File: config.mk
export PLATFORM = sky130hd
export DESIGN_NAME = conv_window_3x3
export DESIGN_NICKNAME = d
export VERILOG_FILES = /design/src/rtl/conv_window_3x3.sv
export SDC_FILE = /design/constraint.sdc
export NUM_CORES = 1
export LEC_CHECK = 0
export CORE_ASPECT_RATIO = 0.8
export CORE_MARGIN = 3
export CORE_UTILIZATION = 55
export CTS_BUF_LIST = sky130_fd_sc_hd__clkbuf_8 sky130_fd_sc_hd__clkbuf_16
export CTS_CLUSTER_DIAMETER = 80
export DETAILED_ROUTE_END_ITERATION = 8
export PLACE_DENSITY = 0.73
export SYNTH_ARGS = -nofsm -noshare
export SYNTH_HDL_FRONTEND = slang
export SYNTH_SLANG_ARGS = --single-unit
File: constraint.sdc
create_clock -name clk -period 8.1 [get_ports clk]
set_input_delay 1.62 -clock clk [delete_from_list [all_inputs] [get_ports clk]]
set_output_delay 1.62 -clock clk [all_outputs]
set_load 0.005 [all_outputs]
File: src/rtl/conv_window_3x3.sv
// conv_window_3x3
//   Builds a sliding 3x3 window over a raster-order image stream and hands
//   complete windows (no padding) to a downstream multiply-accumulate stage.
//   Two line buffers hold the previous two rows; a 3x3 shift register holds
//   the window, which is also the registered output.
//
// Parameters
//   IMG_W, IMG_H : image width / height in pixels (each >= 3)
//
// Ports
//   clk              : clock, rising edge
//   rst              : synchronous active-high reset
//   in_valid/in_ready: input handshake, in_data is a signed 22-bit pixel
//   out_valid/out_ready : output handshake
//   out_w0..out_w8   : window, row-major, w0 top-left, w8 newest pixel
//   out_last         : final window of a frame (only when CONV_WINDOW_LAST_EN
//                      is defined)
//
// Optional feature macro: CONV_WINDOW_LAST_EN
module conv_window_3x3 #(
  parameter int IMG_W = 28,
  parameter int IMG_H = 28
) (
  input  logic               clk,
  input  logic               rst,
  input  logic               in_valid,
  output logic               in_ready,
  input  logic signed [21:0] in_data,
  output logic               out_valid,
  input  logic               out_ready,
  output logic signed [21:0] out_w0,
  output logic signed [21:0] out_w1,
  output logic signed [21:0] out_w2,
  output logic signed [21:0] out_w3,
  output logic signed [21:0] out_w4,
  output logic signed [21:0] out_w5,
  output logic signed [21:0] out_w6,
  output logic signed [21:0] out_w7,
`ifdef CONV_WINDOW_LAST_EN
  output logic signed [21:0] out_w8,
  output logic               out_last
`else
  output logic signed [21:0] out_w8
`endif
);

  localparam int CW = (IMG_W > 1) ? $clog2(IMG_W) : 1;
  localparam int RW = (IMG_H > 1) ? $clog2(IMG_H) : 1;
  localparam logic [CW-1:0] COL_LAST = CW'(IMG_W - 1);
  localparam logic [RW-1:0] ROW_LAST = RW'(IMG_H - 1);

  logic [CW-1:0] col;
  logic [RW-1:0] row;
  logic signed [21:0] line1 [IMG_W];  // previous row
  logic signed [21:0] line2 [IMG_W];  // row before that
  logic signed [21:0] win [9];
  logic in_xfer;
  logic win_done;

  assign in_ready = !out_valid || out_ready;
  assign in_xfer  = in_valid && in_ready;
  // Requiring row>=2 and col>=2 guarantees every tap comes from the
  // current frame and the current three rows, never a stale line entry.
  assign win_done = (row >= RW'(2)) && (col >= CW'(2));

  always_ff @(posedge clk) begin
    if (rst) begin
      col       <= '0;
      row       <= '0;
      out_valid <= 1'b0;
      for (int i = 0; i < 9; i++) win[i] <= '0;
    end else if (in_xfer) begin
      // in_xfer implies any pending window has been taken this cycle,
      // so the window may shift and out_valid is simply re-evaluated.
      out_valid <= win_done;
      win[0] <= win[1];
      win[1] <= win[2];
      win[2] <= line2[col];
      win[3] <= win[4];
      win[4] <= win[5];
      win[5] <= line1[col];
      win[6] <= win[7];
      win[7] <= win[8];
      win[8] <= in_data;
      if (col == COL_LAST) begin
        col <= '0;
        row <= (row == ROW_LAST) ? '0 : row + RW'(1);
      end else begin
        col <= col + CW'(1);
      end
    end else if (out_ready) begin
      out_valid <= 1'b0;
    end
  end

  always_ff @(posedge clk) begin
    if (in_xfer) begin
      line2[col] <= line1[col];
      line1[col] <= in_data;
    end
  end

`ifdef CONV_WINDOW_LAST_EN
  always_ff @(posedge clk) begin
    if (rst)          out_last <= 1'b0;
    else if (in_xfer) out_last <= (row == ROW_LAST) && (col == COL_LAST);
  end
`endif

  assign out_w0 = win[0];
  assign out_w1 = win[1];
  assign out_w2 = win[2];
  assign out_w3 = win[3];
  assign out_w4 = win[4];
  assign out_w5 = win[5];
  assign out_w6 = win[6];
  assign out_w7 = win[7];
  assign out_w8 = win[8];

endmodule

# Yosys cells after proc, flatten, opt, wreduce, memory -nomap -nowiden
# Memories as Yosys holds them, arrays and structs flattened. A register that Yosys moved wholly into a read port is not among the register bits.
# Index checks and enable logic that the tools add are counted.
totals:
  reg_bits: 11
  ramBits: 1430
  in_bits: 26
  out_inout_bits: 200
  wordCells: 50
  memories: 3
op_classes:
  addsub: 2
  magnitude_cmp: 2
  eq_ne: 2
  n_mux: 23
  bitwise_logic: 9
  n_reduce_logical: 6
mem_list:
  columns: ["name", "depth", "width", "rd", "rd_clocked_by_memory_dff", "write_ports", "line_no", "source"]
  rows:
  - ["line1", 28, 22, 1, 1, 1, "54", "logic signed [21:0] line1 [IMG_W];"]
  - ["line2", 28, 22, 1, 1, 1, "55", "logic signed [21:0] line2 [IMG_W];"]
  - ["win", 9, 22, 9, 0, 9, "56", "logic signed [21:0] win [9];"]
ops:
  columns: ["op", "n"]
  rows:
  - ["$mux W22", 9]
  - ["$mux W5", 6]
  - ["$add A5 B1 Y5 const B", 2]
  - ["$eq A5 B5 Y1 const B", 2]
  - ["$ge A5 B2 Y1 const B", 2]
  - ["$or A1 B1 Y1", 9]
  - ["$mux W1", 8]
  - ["$logic_and A1 B1 Y1", 2]
  - ["$reduce_and A2 Y1", 1]
  - ["$reduce_bool A2 Y1", 1]
  - ["$logic_not A1 Y1", 1]
  - ["$logic_or A1 B1 Y1", 1]

# Longest topological paths before layout
depth:
  depth_word: 7
  depth_mapped: 9
  ltp_nobuf: 6

# Least setup slack after synthesis
# No wires, ideal clock.
synth_timing:
  path_type: "input to register"
  from: "input port out_ready"
  to: "memory win[0][0] (enable)"
  setup_time_ns: 0.594
  arrival_ns: 6.672
  required_time_ns: 7.506
  slack_ns: 0.834
  stages: 5
  n_path_buf: 1
  path_cell_list: "nor2b_1 > inv_1 > clkbuf_1 > nand2_1 > nand2b_1"
synth_lines:
  columns: ["item", "line_no", "source"]
  rows:
  - ["from (decl)", "30", "input logic out_ready,"]
  - ["to (decl)", "56", null]

# Worst setup path after layout
layout_timing:
  from: "input port out_ready"
  to: "output port in_ready"
layout_between:
  elab_chain_len: 1
layout_lines:
  columns: ["item", "line_no", "source"]
  rows:
  - ["$logic_or A1 B1 Y1", "60", "assign in_ready = !out_valid || out_ready;"]
  - ["to (decl)", "27", "output logic in_ready,"]
# Every way passes these cells.

==> flow_summary.toml <==
[timing]
max_freq_mhz = 191.3
worst_clock_skew_ns = 0.03541
slew_viol_final = 0
report.final.setup_viol = 0
tightestPinTransition_ns = 1.313
fin_setup_tns_ns = 0
relSlewSlack_pct = 12.19
period_minus_slack_ns = 5.227
finalHoldViolCount = 0
rsz0062_at_grt = "false"
period_share_pct = 64.53

[route]
via_count = 29147
wl_per_cell_um = 32.17
viasPerCell = 6.529
post-route-drc-count = 0
dr.pass1.iters = 5
ant_nets = 0
drt_wl_total_um = 143600
first_iter_violations = 4451

[logic_synthesis]
synth_edf_count = 1430
async_flop_share_pct = 0
ys.flop_type = "edfxtp_1"
synth_area_um2 = 55470
yosys-top-cells-count = "edfxtp_1 (1430), mux2i_1 (277), mux4_2 (183), and3_1 (165), a22oi_1 (88)"
syn-num-nets = 2780
yosys_warnings = 0
synth_largest_area_cell = "edfxtp_1"
syn_inst = 2748
synth.most_common_cell = "edfxtp_1"
ys_ff_latch = 1446
syn_area_per_cell_um2 = 20.18
synth_cell_types = 50
yosysSeqAreaShare_pct = 78.00
synth_top_area_share_pct = 77.42
synthTopCellsByArea = "edfxtp_1 (77%), mux4_2 (7.4%), mux2i_1 (5.0%)"

[pwr]
p_leak_nw = 20.70
powerDensity_nw_per_um2 = 248.2
ir_drop_v = 0.0002133

[die]
dieArea_um2 = 104700
rows = 103
core_area_um2 = 99360
die_h_um = 290.0
initial_utilization_pct = 55.82
die_w_um = 361.1
num_io_pins = 226

[global_route]
grt_pass1_wl_um = 206100
grt_busiest_layer = "met1"
grtUsageMet1_pct = 40.96
met3_usage_pct = 6.653
grt_max_degree = 177
global_route.usage.met2_pct = 40.50
grt_usage_pct = 27.37
antenna_found_initial = 11
grt_overflow = 0
grt_pass1_vias = 28526

[min_path]
worstHoldPathType = "reg2reg"

[cts]
clk_path_buf_depth = 3
clock_latency_ns = 0.74
path_clk_slew_ns = 0.06
cts-root-buf = "clkbuf_16"
cts_setup_buffers = 0
cts_resized = 0
holdBufCountCts = 0
h-tree-depth = 4
cts.sinks = 1446
cts_made_buffers = 137
cts_tree = "yes"

[worst_setup_path]
crit_top_cell = "clkdlybuf4s50_1"
cp-start-kind = "input pin"
max_stage_delay_ns = 0.51
slowest_stage = "clkdlybuf4s50_1"
end_kind = "output pin"
path_class = "in2out"
path_cells = "clkdlybuf4s50_1, nor2b_1, inv_4, buf_4, clkdlybuf4s50_1"
worstPathArrival_ns = 3.61
crit_fanout = 48
required_ns = 6.48

[placed_design]
dp_cells = 4214
gp_congestion = 0.8795
dp_hpwl_um = 87430
io_buffers = 225

[finish]
syn_to_final_growth_pct = 15.35
nets = 3074
layout-drive-gt1-share_pct = 17.30
fin_cells = 4464

[status]
status = "finished clean"

[run]
drv_cap = 0
cell usage in the layout, fill, tap and decap left out, drive strengths merged, types with 17 or more instances in the layout:
master         count
and3             165
nand3             29
clkbuf           144
nand2b            26
a221oi            40
mux2i            277
nor4              21
nor2              37
clkdlybuf4s50    225
nor2b             17
edfxtp          1430
inv               47
a22oi             88
buf               99
clkinv            51
nand2             31
a21oi             74
nor3              19
mux4             185
report_power, final:
group / leakage [nW] / internal, mW / switching, mW
clock: 2.29 / 3.65 / 2.72
combinational: 5.01 / 0.372 / 0.625
sequential: 13.4 / 8.44 / 0.0801
cell families (layout without fill, tap and decap cells):
logic type               count (synthesis)  in the layout  synth area share (%)
flip-flops                            1446           1446                 78.00
multiplexers                           474            474                 12.77
AND/OR/NAND/NOR                        365            365                 3.727
AO/OA/AOI/OAI                          274            274                 3.417
buffers and inverters                  182            585                 1.942
adder cells (fa/ha/maj)                  6              6                0.1353
XOR/XNOR                                 1              1               0.01579
other                                    0              1                     0
critical path, delay by kind of cell:
kind / cells / cell delay (ns)
simple gates: 1 / 0.40
buf+inv: 4 / 1.56
path summary, 6_finish.rpt:
check / start / to / slack (ns) / cells past startpoint
min reg2reg: row[0] / row[0] / 0.52 / 2
max reg2reg: register / line2[16][18] / 3.65 / 5
max: out_ready / in_ready / 2.87 / 5
min: row[0] / row[0] / 0.52 / 2
flip-flops by register name, summed over array words and instances (netlist names), named ones only:
name / flops
line1: 616
line2: 616
row: 5
win: 198
out_valid: 1
col: 5
layer usage:
metal	wire length (um)	part of all wire (%)
met5	26	0.018
met4	4167	2.9
met3	17910	12
met2	65020	45
met1	56500	39
stage by stage:
stage                     power [mW]  hold slack (ns)  setup WS (ns)  instance area (um2)  util [%]
after floorplan                9.120           0.4666         0.8340                55470         -
after global placement         9.623           0.4992          2.867                59500     59.88
after detailed placement       9.657           0.5074          2.777                59500     59.88
after CTS                      15.92           0.5147          2.829                63960     64.37
after global routing           16.28           0.5451          2.769                63980     64.39
final                          15.88           0.5176          2.873                63980     64.39
cell type report:
class	count	area, um2
diodes	1	2.502
clock buffers	143	3578
clock inverters	105	879.6
fillers	6410	35380
inverters	12	47.55
multi-input cells	1120	11470
flip-flops and latches	1446	43280
well taps	1312	1642
repair buffers	325	3083
(Power assumes the default switching activity.)
==> edit, RTL diff (config.mk and constraints unchanged) <==
Build with the macro `CONV_WINDOW_LAST_EN` defined.
--- a/src/rtl/conv_window_3x3.sv
+++ b/src/rtl/conv_window_3x3.sv
@@ -17,6 +17,8 @@
 //                      is defined)
 //
 // Optional feature macro: CONV_WINDOW_LAST_EN
+`define CONV_WINDOW_LAST_EN
+
 module conv_window_3x3 #(
   parameter int IMG_W = 28,
   parameter int IMG_H = 28
Behaviour (old outputs only; new: out_last): no difference found for any inputs over 4 cycles, from zero or initial values and one cycle with rst high; that may be too few to reach the edited logic, so the function may still have changed.
==> edit against the original RTL <==
  * Wire length shrank 15%
  * Setup slack gained 0.35 ns
  * Area after synthesis shrank 0.22%
  * Cell area shrank 1.1%
  * Sequential cell count grew 1
  * Power shrank 3.6%
  * Sequential power is essentially flat
  * Final cell count shrank 1.4%
  * Critical path type unchanged
==> edit: results (changes against the original RTL) <==
most instantiated cells after synthesis edfxtp_1, mux2i_1, mux4_2, and2_1, a22oi_1; Clock Skew 0.02674 ns (-0.008670 ns); Worst Reg-to-Reg Cells 6 (+1); GRT Total Usage 23.64% (-3.7 points); post-synthesis sequential area ratio 78.20% (+0.21 points); Hold Crit Depth 2 (unchanged); M1 wire length 48970 µm (-13%); leakage power figure 20.19 nW (-2.4%); DR vias/cell 6.260 (-4.1%); 1st-iter DRT viols 3247 (-27%); DP Cell Count 4165 (-1.2%); Final HPWL DP 68280 µm (-22%); met3 wire length 11100 µm (-38%); Total Nets Final 3023 (-1.7%); hold path endpoint out_last; initial antenna violation count 3 (-8); Unique masters post-synth 53 (+6.0%); worst skew pair latency 0.74 ns (about the same); Post-Syn Instances 2706 (-1.5%); Rel. slew slack 12.56% (+0.37 points); first-pass GRT wire length 182000 µm (-12%); Clock transition at path regs 0.06 ns (about the same); share of layout cells above drive strength 1 17.18% (-0.11 points); input/output buffers 226 (+0.44%); gpl congestion 0.7780 (-12%); Hold Crit Start out_last; VDD IR max 218.5 µV (+2.4%); Root Buffer clkbuf_16; outcome complete, no violations; number of diodes 0 (-1); CP max FO 11 (-77%); flop2flop setup slack 3.93 ns (+0.28 ns); total CTS buffers 136 (-0.73%); largest net degree at the start of global routing 143 (-19%); WL met2 59240 µm (-8.9%); Avg WL per Cell 27.84 µm (-13%); pre-CTS WS 3.131 ns (+0.3534 ns); drt first pass iters 6 (+1); Vias 27555 (-5.5%); ranking of synthesized cells by area edfxtp_1, mux4_2, mux2i_1; placed cell area 0.05920 mm² (-0.50%); worst min path class register to register; hold slack 0.4827 ns (-0.03495 ns); FF-to-FF End line2[27][7]
## edit: cell types whose count changed after synthesis, moves of 20 or more
cell / delta
mux4_2: +32
and2_1: +164
nand2b_1: -20
nor4_1: -21
a22oi_1: -21
and3_1: -153
nand3_1: +24
o21ai_0: +23
mux2i_1: -50
nand2_1: +31
## edit: worst max-delay path, stage by stage
cell and delay (ns):
clkdlybuf4s50_1 0.41, nor2b_1 0.39, inv_1 0.31, clkdlybuf4s50_1 0.52
## edit: worst max-delay path by stage
stage                     slack (ns)          end  cells past startpoint      start
after floorplan                 0.85    win[0][0]                      2        rst
after global placement          3.29     in_ready                      4  out_ready
after detailed placement        3.13  line1[1][8]                      6  out_ready
after CTS                       3.27     in_ready                      4  out_ready
after global routing            3.14     in_ready                      4  out_ready
final                           3.23     in_ready                      4  out_ready
## edit: final cells by class
| cell class | instances | area [µm²] |
|---|---|---|
| Clock inverter | 97 | 611.8 |
| Fill cell | 6566 | 35940 |
| Clock buffer | 140 | 3481 |
| Timing Repair Buffer | 293 | 2803 |
| Inverter | 12 | 45.04 |
| Multi-Input combinational cell | 1101 | 11420 |
| Tap cell | 1312 | 1642 |
| Sequential cell | 1447 | 43300 |
## edit: power breakdown
group,total (W),switching (W),internal [W]
registers,0.00850,0.0000593,0.00845
clock network,0.00593,0.00266,0.00327
logic,0.000873,0.000512,0.000361
total,0.0153,0.00323,0.0121
## edit: cells by family (layout without fill, tap and decap cells)
family	count (synthesis)	after routing	synth area share, %
compound gates	277	277	3.400
mux	447	447	12.96
simple gates	369	369	3.633
fa+ha+maj	6	6	0.1356
buf+inv	158	542	1.643
flops	1447	1447	78.20
xor+xnor	2	2	0.03165
## edit: routing by layer
layer  up-vias  track usage (%)
met5         -                0
met4         2            6.970
met3       229            5.143
met2      1378            37.55
met1     14349            33.58
li1      11597                -
